`config.mk`:
```
export PLATFORM = sky130hd
export DESIGN_NAME = sine_dds
export DESIGN_NICKNAME = d
export VERILOG_FILES = /design/src/rtl/sine_dds.sv
export SDC_FILE = /design/constraint.sdc
export NUM_CORES = 1
export LEC_CHECK = 0
export ABC_AREA = 1
export BUFFER_PORTS_ARGS = -buffer_cell sky130_fd_sc_hd__buf_2
export CAP_MARGIN = 30
export CORE_UTILIZATION = 65
export CTS_CLUSTER_DIAMETER = 60
export DETAILED_ROUTE_END_ITERATION = 8
export PLACE_DENSITY = 0.91
export SYNTH_ARGS = -nofsm -noshare
export SYNTH_HDL_FRONTEND = slang
export SYNTH_SLANG_ARGS = --single-unit
```
`constraint.sdc`:
```
create_clock -name sysclk -period 4.3 [get_ports sysclk]
set_input_delay 0.215 -clock sysclk [delete_from_list [all_inputs] [get_ports sysclk]]
set_output_delay 0.215 -clock sysclk [all_outputs]
set_load 0.01 [all_outputs]
```
`src/rtl/sine_dds.sv`:
```
// Sine-wave DDS sample source: phase accumulator advanced on each sample tick,
// converted to a 10-bit offset-binary sample through a quarter-wave table.
module sine_dds #(
  parameter int ACC_W = 16,
  parameter int INC_W = 10,
  parameter int OUT_W = 10
) (
  input  logic             sysclk,
  input  logic             rst,
  input  logic             en,
  input  logic [INC_W-1:0] inc,
  output logic [OUT_W-1:0] data_out,
  output logic             data_valid
);

  // T[a] = round(511 * sin((pi/2) * (a + 0.5) / 64)); the half-step offset keeps quadrants point-symmetric.
  function automatic logic [8:0] quarter_sine(input logic [5:0] a);
    logic [8:0] t;
    case (a)
      6'd0:  t = 9'd6;   6'd1:  t = 9'd19;  6'd2:  t = 9'd31;  6'd3:  t = 9'd44;
      6'd4:  t = 9'd56;  6'd5:  t = 9'd69;  6'd6:  t = 9'd81;  6'd7:  t = 9'd94;
      6'd8:  t = 9'd106; 6'd9:  t = 9'd118; 6'd10: t = 9'd130; 6'd11: t = 9'd142;
      6'd12: t = 9'd154; 6'd13: t = 9'd166; 6'd14: t = 9'd178; 6'd15: t = 9'd190;
      6'd16: t = 9'd201; 6'd17: t = 9'd213; 6'd18: t = 9'd224; 6'd19: t = 9'd235;
      6'd20: t = 9'd246; 6'd21: t = 9'd257; 6'd22: t = 9'd268; 6'd23: t = 9'd279;
      6'd24: t = 9'd289; 6'd25: t = 9'd299; 6'd26: t = 9'd309; 6'd27: t = 9'd319;
      6'd28: t = 9'd329; 6'd29: t = 9'd338; 6'd30: t = 9'd348; 6'd31: t = 9'd357;
      6'd32: t = 9'd366; 6'd33: t = 9'd374; 6'd34: t = 9'd383; 6'd35: t = 9'd391;
      6'd36: t = 9'd399; 6'd37: t = 9'd407; 6'd38: t = 9'd414; 6'd39: t = 9'd421;
      6'd40: t = 9'd428; 6'd41: t = 9'd435; 6'd42: t = 9'd441; 6'd43: t = 9'd448;
      6'd44: t = 9'd454; 6'd45: t = 9'd459; 6'd46: t = 9'd465; 6'd47: t = 9'd470;
      6'd48: t = 9'd474; 6'd49: t = 9'd479; 6'd50: t = 9'd483; 6'd51: t = 9'd487;
      6'd52: t = 9'd491; 6'd53: t = 9'd494; 6'd54: t = 9'd497; 6'd55: t = 9'd500;
      6'd56: t = 9'd502; 6'd57: t = 9'd505; 6'd58: t = 9'd506; 6'd59: t = 9'd508;
      6'd60: t = 9'd509; 6'd61: t = 9'd510; 6'd62: t = 9'd511;
      default: t = 9'd511;
    endcase
    return t;
  endfunction

  logic [ACC_W-1:0] acc_q, acc_d;
  logic             v1_q, v2_q, valid_q;
  logic [8:0]       tab_q, tab_d;
  logic [1:0]       quad_q;
  logic [OUT_W-1:0] out_q, out_d;
  logic [7:0]       idx;
  logic [5:0]       addr;

  always_comb begin
    acc_d = acc_q;
    if (en) begin
      acc_d = acc_q + ACC_W'(inc);
    end
    idx   = acc_q[ACC_W-1 -: 8];
    // Odd quadrants walk the table backwards.
    addr  = idx[6] ? ~idx[5:0] : idx[5:0];
    tab_d = quarter_sine(addr);
    if (quad_q[1]) begin
      out_d = OUT_W'(10'd511 - {1'b0, tab_q});
    end else begin
      out_d = OUT_W'(10'd512 + {1'b0, tab_q});
    end
  end

  always_ff @(posedge sysclk or posedge rst) begin
    if (rst) begin
      acc_q   <= '0;
      v1_q    <= 1'b0;
      v2_q    <= 1'b0;
      tab_q   <= '0;
      quad_q  <= '0;
      out_q   <= OUT_W'(512);
      valid_q <= 1'b0;
    end else begin
      acc_q   <= acc_d;
      v1_q    <= en;
      v2_q    <= v1_q;
      tab_q   <= tab_d;
      quad_q  <= idx[7:6];
      valid_q <= v2_q;
      if (v2_q) begin
        out_q <= out_d;
      end
    end
  end

  assign data_out   = out_q;
  assign data_valid = valid_q;

endmodule

```
==> results of run 1 <==
==> metrics by stage <==
step / power (mW) / hold WS (ns) / cells
global route: 2.90 / 0.0826 / 511
floorplan: 1.96 / 0.246 / 441
global placement: 2.22 / 0.335 / 502
CTS: 2.58 / 0.0402 / 511
finish: 2.62 / 0.0184 / 511
detailed placement: 2.26 / 0.338 / 503
==> how the worst max path moves through the flow <==
stage	endpoint	cells after the start	slack, ns
final	tab_q[3]	11	1.86
after detailed placement	tab_q[0]	10	1.91
after global placement	tab_q[0]	10	1.99
after global routing	tab_q[3]	11	1.64
after floorplan	tab_q[0]	10	2.36
after CTS	tab_q[0]	10	1.90
==> worst register-to-register path, delay by kind of cell (launching register included) <==
family,cells,cell delay [ns]
buf+inv,3,0.65
simple gates,7,0.76
flops,1,0.59
fa+ha+maj,1,0.33
==> registers in the layout (all words and copies together), names as in the netlist <==
name and count:
data_valid 1, quad_q 1, acc_q 16, v1_q 1, data_out 10, v2_q 1, tab_q 9
==> layout make-up <==
cell class / count / share of cell area
Clock buffer: 5 / 0.0215
Clock inverter: 3 / 0.0137
Inverter: 41 / 0.0482
Multi-Input combinational cell: 346 / 0.550
Sequential cell: 39 / 0.306
Tap cell: 52 / 0.0204
Timing Repair Buffer: 25 / 0.0407
==> per-layer routing <==
metal,up-vias,routed length [um]
met5,-,0
met4,0,79
met3,8,419
met2,104,2840
met1,1269,3080
li1,1442,-
==> Yosys cell counts (all sizes together), types with 2 or more instances <==
| cell type | instances | share of area |
|---|---|---|
| nand2 | 182 | 0.23 |
| nand3 | 57 | 0.097 |
| inv | 41 | 0.052 |
| dfrtp | 38 | 0.32 |
| o21ai | 28 | 0.047 |
| ha | 22 | 0.092 |
| nor2 | 19 | 0.024 |
| buf | 11 | 0.025 |
| xnor2 | 10 | 0.029 |
| a21oi | 8 | 0.013 |
| o211ai | 5 | 0.013 |
| clkbuf | 4 | 0.0050 |
| nand3b | 3 | 0.0076 |
| xor2 | 3 | 0.011 |
| nor3 | 2 | 0.0034 |
==> cells by family (layout without fill, tap and decap cells) <==
| group | Yosys count | count (layout) |
|---|---|---|
| xor gates and xnor gates | 13 | 13 |
| buffers and inverters | 56 | 74 |
| and+or+nand+nor | 266 | 266 |
| AOI/OAI and AO/OA | 44 | 44 |
| DFF | 39 | 39 |
| adders and majority gates | 23 | 23 |
==> power groups by stage <==
stage / Clock, mW / Combinational [mW] / Sequential [mW]
2_1_floorplan: 0 / 1.34 / 0.620
3_3_place_gp: 0 / 1.59 / 0.626
3_5_place_dp: 0 / 1.63 / 0.632
4_1_cts: 0.314 / 1.64 / 0.626
5_1_grt: 0.325 / 1.93 / 0.644
6_report: 0.312 / 1.68 / 0.625
==> metrics.md, run 1 <==
| Metric | Value |
|---|---|
| Drt first-iter violations | 191 |
| Area grow syn2layout | 7.31% |
| Status | finished clean |
| Clock Root Buffer | clkbuf_8 |
| Syn_nets | 477 |
| Reg-to-reg endpoint | tab_q[3] |
| Sequential share of the synthesized area | 0.328 |
| Dpl ws | 1.91 ns |
| Layout cells sized above 1 | 0.0850 |
| Pins over their slew limit | 0 |
| Cell Rows | 24 |
| Fin Setup TNS | 0 ns |
| Grt ovf | 0 |
| Max-cap violations | 0 |
| GP Congestion | 0.955 |
| CTS Hold Bufs | 0 |
| Bufs and invs on worst path | 3 |
| LEAKAGE | 1.74 nW |
| Async SR Flop Fraction | 1.00 |
| Drt via density | 5.52 |
| Worst Reg2Reg Path Length in Cells | 11 |
| First-pass DRT Iterations | 5 |
| Kind of critical path | flop to flop |
| Final cell utilization of the core | 0.729 |
| Max stage delay on crit path | 0.59 ns |
| Synth Warn # | 0 |
| Port bufs | 23 |
| Routed WL | 6.42 mm |
| CTS H-tree lvls | 2 |
| Vias in the first global route | 2631 |
| RSZ-0062 raised after global routing | false |
| Adder-Cell Fraction of Synth Area | 0.0992 |
| Synth Flop Type | dfrtp_1 |
| Critical path's top delay family | simple AND/OR/NAND/NOR gates |
| Tcrit/Tclk final | 0.568 |
| Post-CTS setup buffer count | 0 |
| Clk pwr share | 0.119 |
| Clk_lat worst skew | 0.30 ns |
| Routed via count | 2823 |
| Int Power | 1.27 mW |
| Crit path capture type | flop |
| Simple-Gate Fraction of Synth Area | 0.370 |
| Final setup viols | 0 |
| Met3 Use GR | 0.0451 |
| F_max | 409 MHz |
| Combinational power share | 0.642 |
| Busiest layer in global routing | met2 |
| Data required time of the worst path | 4.49 ns |
| Die W | 69.7 um |
| Clk pin slew, worst setup/hold paths | 0.09 ns |
| Clk buf depth | 2 |
| Post-CTS Resized | 0 |
| Flop and latch count out of synthesis | 39 |
| Sw frac | 0.514 |
| CTS Buf Count | 5 |
| Worst Setup Start Kind | flop |
| Initial antenna violation count | 0 |
| Synth Area in XOR/XNOR | 0.0408 |
| Number of enable flip-flop cells after synthesis | 0 |
| Sequential share of power | 0.239 |
| Most frequent cells in the layout | 180 x nand2_1, 56 x nand3_1, 41 x inv_1, 38 x dfrtp_1, 27 x o21ai_0 |
| GRT Total Usage | 0.287 |
| Post-synthesis compound-gate area fraction | 0.0803 |
| Final instance area | 3200 sq um |
| R2R setup slack | 1.86 ns |
| Placed cell areas | 3080 sq um |
| Endpoints failing hold | 0 |
| Most common cell after layout, fill and taps aside | nand2_1 |
| Synth unique cells | 29 |
| Max-Slew Margin vs Limit | 0.452 |
| Mux contribution to synthesized area | 0 |
| Multi-input logic area | 1760 sq um |
| CP startpoint | acc_q[14] |
| M1 GR Usage | 0.398 |
| Crit path max fanout | 12 |
| Pin count of the biggest net entering global routing | 40 |
| Met2 Usage GRT | 0.458 |
| Ratio of total power to cell area | 819 nW/um^2 |
| Final nets | 494 |
| Residual DRC count | 0 |
| Hold Crit Class | primary input to asynchronous set/reset pin |
| Global-route wire length before repair | 11.3 mm |
| Clock Sinks | 39 |
| Antenna cells | 0 |
| Largest family of logic cells by synthesized area | simple AND/OR/NAND/NOR gates |
| HPWL Detailed | 4.57 mm |
| Critical path's slowest cell | dfrtp_1 |
| Die Footprint | 4860 sq um |
| DIE HEIGHT | 69.7 um |
| Worst IR Drop VDD | 0.541 mV |
| CTS tree | yes |
| Clock Skew | 0.0110 ns |
| Setup WS post-layout | 1.86 ns |
| Fill count | 358 |
| Reg area | 977 sq um |
| Worst-Margin Slew | 0.821 ns |
| CP dominant cell by count | nand2_1 |
| ANT nets after route | 0 |
| Sequence of cells on the critical path | inv_1 > nand2_1 > nand2_1 > inv_1 > ha_1 > inv_1 > nand2_1 > nand3_1 > nand3_1 > nand3_1 > nand2_1 |
| Core area | 4380 sq um |
| Fin crit period | 2.44 ns |
| Ports | 24 |
| Reg2reg start | acc_q[14] |
| Starting density of the core | 0.679 |
| Worst Path Arrival | 2.64 ns |
| Post-Syn Area | 2980 sq um |
| WL/cell | 12.6 um |
| Post-synthesis instance total | 441 |
| P_sw | 1.34 mW |
| Avg Cell Area, Syn | 6.75 sq um |
Note: power is estimated with default switching activity, not from simulation.
==> run 2, diff against run 1 <==
- CORE_UTILIZATION: 65 -> 55
- PLACE_DENSITY: 0.91 -> 0.82
- clock period: 4.3 -> 2.11 ns (I/O delays scaled with it)
==> run 2 against run 1 <==
- core utilization down 9.1 points
- non-clock buffer count up 10
- worst setup slack worse by 1.7 ns
- sequential share of layout area down 0.95 points
- clock power up 97%
- total power up 110%
- critical path depth down 3
- clock-buffer cell count unchanged
- fmax up 28%
- sequential power up 100%
- clock skew down 0.0061 ns
- critical path type unchanged
- largest power group unchanged
- highest routed layer unchanged
==> metrics.md, run 2 (synthesis gave the netlist of run 1 again) <==
| Metric | Value |
|---|---|
| Max FFs per register | 16 |
| Crit path max fanout | 13 |
| Reg-to-reg endpoint | tab_q[6] |
| Most common cell after layout, fill and taps aside | nand2_1 |
| Fill count | 452 |
| Clock Sinks | 39 |
| Endpoints failing hold | 0 |
| Layout cells sized above 1 | 0.104 |
| CTS tree | yes |
| Final setup viols | 0 |
| Drt via density | 5.48 |
| GP Congestion | 1.01 |
| Global-route wire length before repair | 11.2 mm |
| Ratio of total power to cell area | 1670 nW/um^2 |
| Hold Crit Class | primary input to flop |
| CTS H-tree lvls | 2 |
| Routed WL | 6.79 mm |
| Worst-Margin Slew | 0.505 ns |
| Clk pwr share | 0.111 |
| HPWL Detailed | 4.96 mm |
| Post-CTS setup buffer count | 0 |
| Combinational power share | 0.659 |
| Fin Setup TNS | 0 ns |
| Sequential share of power | 0.230 |
| Int Power | 2.71 mW |
| CTS Buf Count | 5 |
| Antenna cells | 0 |
| Largest reg by FF count | acc_q |
| Tcrit/Tclk final | 0.907 |
| Worst Path Arrival | 2.09 ns |
| Clk pin slew, worst setup/hold paths | 0.08 ns |
| Crit path to | tab_q[6] |
| Residual DRC count | 0 |
| Starting density of the core | 0.576 |
| Cell Rows | 26 |
| Kind of critical path | flop to flop |
| P_sw | 2.79 mW |
| Crit path capture type | flop |
| Pin count of the biggest net entering global routing | 40 |
| ANT nets after route | 0 |
| Core area | 5170 sq um |
| F_max | 522 MHz |
| Grt ovf | 0 |
| CP startpoint | acc_q[10] |
| Max-Slew Margin vs Limit | 0.662 |
| Sw frac | 0.507 |
| Vias in the first global route | 2635 |
| Clk buf depth | 2 |
| Status | finished clean |
| Worst Setup Start Kind | flop |
| WL/cell | 12.6 um |
| Area grow syn2layout | 10.8% |
| Dpl ws | 0.202 ns |
| Ports | 24 |
| Worst Reg2Reg Path Length in Cells | 8 |
| RSZ-0062 raised after global routing | false |
| Final cell utilization of the core | 0.638 |
| LEAKAGE | 1.79 nW |
| Data required time of the worst path | 2.29 ns |
| GRT Total Usage | 0.256 |
| R2R setup slack | 0.20 ns |
| Max-cap violations | 0 |
| Port bufs | 23 |
| First-pass DRT Iterations | 5 |
| Clk_lat worst skew | 0.29 ns |
| DIE HEIGHT | 75.6 um |
| Hold Slack | 0.114 ns |
| Worst IR Drop VDD | 0.713 mV |
| Clock Skew | 0.00495 ns |
| Most frequent cells in the layout | 179 x nand2_1, 56 x nand3_1, 41 x inv_1, 38 x dfrtp_1, 27 x o21ai_0 |
| Setup WS post-layout | 0.195 ns |
| Clock Root Buffer | clkbuf_8 |
| Routed via count | 2953 |
| Fin crit period | 1.91 ns |
| Final Power | 5.51 mW |
| Die W | 75.6 um |
| Reg2reg start | acc_q[10] |
| Die Footprint | 5710 sq um |
| Drt first-iter violations | 269 |
| Pins over their slew limit | 0 |
| Initial antenna violation count | 0 |
| Final nets | 504 |
run 2: worst min-delay path by stage:
stage                     from          end  slack, ns  cells after the start
final                       en         v1_q       0.11                      1
after global routing        en         v1_q       0.10                      1
after CTS                   en         v1_q       0.09                      1
after detailed placement   rst  data_out[5]       0.25                      3
after global placement     rst  data_out[5]       0.24                      3
after floorplan             en         v1_q       0.14                      0
run 2: what timing repair did:
action | in CTS | in global routing
setup endpoints to repair | 0 | 1
endpoints found under the hold margin | 38 | 0
hold buffers | 1 | 0
resized for setup | 0 | 1
run 2: per-stage QoR:
stage | cell area [sq um] | std cells
after floorplan | 2980 | 441
after global placement | 3170 | 530
after detailed placement | 3170 | 530
after CTS | 3300 | 539
after global routing | 3300 | 539
final | 3300 | 539
run 2: layout make-up:
| cell class | count | area (sq um) | share of cell area |
|---|---|---|---|
| Clock buffer | 5 | 68.8 | 0.0209 |
| Clock inverter | 3 | 43.8 | 0.0133 |
| Tap cell | 70 | 87.6 | 0.0266 |
| Multi-Input combinational cell | 346 | 1760 | 0.533 |
| Sequential cell | 39 | 977 | 0.296 |
| Timing Repair Buffer | 35 | 208 | 0.0630 |
| Inverter | 41 | 154 | 0.0467 |
run 2: power by group through the flow:
| stage | combinational (mW) | sequential (mW) | clock [mW] |
|---|---|---|---|
| 6_report | 3.63 | 1.26 | 0.614 |
| 3_3_place_gp | 3.44 | 1.26 | 0 |
| 5_1_grt | 4.14 | 1.31 | 0.663 |
| 3_5_place_dp | 3.52 | 1.28 | 0 |
| 2_1_floorplan | 2.73 | 1.26 | 0 |
| 4_1_cts | 3.56 | 1.27 | 0.630 |
run 2: layer usage:
| layer | wire (um) | up-vias | GRT usage |
|---|---|---|---|
| met3 | 474 | 25 | 0.0476 |
| met1 | 2950 | 1334 | 0.322 |
| met4 | 190 | 0 | 0.103 |
| met5 | 0 | - | 0 |
| li1 | - | 1461 | - |
| met2 | 3180 | 133 | 0.435 |
run 2: worst max-delay path, stage by stage (launching register included):
cell and delay (ns):
dfrtp_1 0.43, inv_1 0.18, nand2_1 0.13, nand2_1 0.41, nand2_1 0.20, nand2_1 0.09, o21ai_0 0.09, o21ai_0 0.21
nand2_1 0.08
==> run 3, diff against run 2 <==
- PLACE_DENSITY: 0.82 -> 0.78
==> run 3 against run 2 <==
- sequential share of layout area is essentially flat
- routed wire length shrank 1.3%
- sequential power is essentially flat
- fmax shrank 1.3%
- first-iteration DRC count shrank 36%
- critical path depth grew 2
- clock-buffer cell count is the same
- clock power grew 2%
- non-clock buffer count shrank 1
- global-route usage shrank 0.24 points
- design area shrank 0.15%
- clock skew shrank 0.00074 ns
- highest routed layer unchanged
==> metrics.md, run 3 (synthesis gave the netlist of run 1 again) <==
| Metric | Value |
|---|---|
| Vias in the first global route | 2424 |
| DIE HEIGHT | 75.6 um |
| Port bufs | 23 |
| Die Footprint | 5710 sq um |
| Placed cell areas | 3170 sq um |
| Cell Rows | 26 |
| WL/cell | 12.5 um |
| CP startpoint | acc_q[0] |
| Final cell utilization of the core | 0.637 |
| Die W | 75.6 um |
| Drt via density | 5.19 |
| Final std cells w/o fill | 538 |
| Critical path's slowest cell | fa_1 |
| R2R setup slack | 0.17 ns |
| Layout cells sized above 1 | 0.105 |
| Ports | 24 |
| Crit path max fanout | 6 |
| Starting density of the core | 0.576 |
| Clock Sinks | 39 |
| Status | finished clean |
| Crit path capture type | flop |
| Area grow syn2layout | 10.6% |
| Final setup viols | 0 |
| Pin count of the biggest net entering global routing | 40 |
| Largest reg by FF count | acc_q |
| Antenna cells | 0 |
| Bufs and invs on worst path | 0 |
| Initial antenna violation count | 0 |
| Hold Slack | 0.118 ns |
| Post-CTS setup buffer count | 0 |
| Most common cell after layout, fill and taps aside | nand2_1 |
| Ratio of total power to cell area | 1660 nW/um^2 |
| Worst Setup Start Kind | flop |
| Crit path to | acc_q[12] |
| Final Power | 5.47 mW |
| Clk pin slew, worst setup/hold paths | 0.08 ns |
| Worst IR Drop VDD | 0.835 mV |
| Sequence of cells on the critical path | ha_1 > fa_1 > nand2_1 > nand3_1 > nand3_1 > nand2_1 > nand2_1 > nand2_2 > nand3b_1 > nand2_1 |
| Clk buf depth | 2 |
| Max-cap violations | 0 |
| Hold Crit Class | primary input to flop |
| Critical path's top delay family | simple AND/OR/NAND/NOR gates |
| Grt ovf | 0 |
| F_max | 516 MHz |
| Fin crit period | 1.94 ns |
| Levels on crit path | 10 |
| Endpoints failing hold | 0 |
| Drt first-iter violations | 171 |
| Setup WS post-layout | 0.171 ns |
| Worst Path Arrival | 2.13 ns |
| Max-Slew Margin vs Limit | 0.661 |
| Final nets | 503 |
| Fin Setup TNS | 0 ns |
| Final instance area | 3290 sq um |
| ANT nets after route | 0 |
| GP Congestion | 0.950 |
| CTS tree | yes |
| Max FFs per register | 16 |
| Routed via count | 2791 |
| HPWL Detailed | 4.97 mm |
| Dpl ws | 0.136 ns |
| Residual DRC count | 0 |
| Max stage delay on crit path | 0.40 ns |
| Dpl cells | 529 |
| Pins over their slew limit | 0 |
| Core area | 5170 sq um |
| Data required time of the worst path | 2.30 ns |
| Routed WL | 6.70 mm |
| Global-route wire length before repair | 10.9 mm |
| First-pass DRT Iterations | 5 |
| Most frequent cells in the layout | 178 x nand2_1, 56 x nand3_1, 41 x inv_1, 38 x dfrtp_1, 27 x o21ai_0 |
| LEAKAGE | 1.78 nW |
| Tcrit/Tclk final | 0.919 |
| Worst Reg2Reg Path Length in Cells | 10 |
| RSZ-0062 raised after global routing | false |
| Clk_lat worst skew | 0.29 ns |
| CP dominant cell by count | nand2_1 |
| CTS Buf Count | 5 |
| Clock Skew | 0.00422 ns |
| CTS H-tree lvls | 2 |
| Worst-Margin Slew | 0.509 ns |
| Clock Root Buffer | clkbuf_8 |
| GRT Total Usage | 0.254 |
| Kind of critical path | flop to flop |
| Reg-to-reg endpoint | acc_q[12] |
| Reg2reg start | acc_q[0] |
==> run 3: cell count changes in the layout (fill, tap and decap cells not counted) <==
cell and change:
nand2_2 +1, buf_4 -1, nand2_1 -1
==> run 3: worst register-to-register path: stages (launching register included) <==
cell,delay [ns]
dfrtp_1,0.39
ha_1,0.25
fa_1,0.40
nand2_1,0.10
nand3_1,0.13
nand3_1,0.12
nand2_1,0.07
nand2_1,0.10
nand2_2,0.10
nand3b_1,0.10
nand2_1,0.06
==> run 3: final cells by class <==
type / count / area (sq um)
Clock buffer: 5 / 68.8
Tap cell: 70 / 87.6
Multi-Input combinational cell: 346 / 1760
Clock inverter: 3 / 43.8
Timing Repair Buffer: 34 / 200
Sequential cell: 39 / 977
Fill cell: 460 / 1880
Inverter: 41 / 154
==> run 3: metal layers <==
layer / track usage / up-vias / part of all wire
met3: 0.0476 / 9 / 0.057
met2: 0.398 / 98 / 0.44
li1: - / 1457 / -
met4: 0.0782 / 0 / 0.016
met1: 0.356 / 1227 / 0.49
met5: 0 / - / 0
==> run 3: timing repair <==
item / in CTS / in global routing
hold buffers: 1 / 0
endpoints found under the setup margin: 0 / 4
resized for setup: 0 / 2
endpoints found under the hold margin: 38 / 0
==> run 3: power by group <==
part	internal (mW)	switching [mW]	leakage, nW
sequential	1.06	0.218	0.477
combinational	1.30	2.27	1.25
clock	0.352	0.277	0.0581
==> run 3: how the worst min path moves through the flow <==
| stage | from | end | depth (start not counted) |
|---|---|---|---|
| after floorplan | en | v1_q | 0 |
| after global placement | rst | data_out[5] | 3 |
| after detailed placement | rst | data_out[8] | 3 |
| after CTS | en | v1_q | 1 |
| after global routing | en | v1_q | 1 |
| final | en | v1_q | 1 |
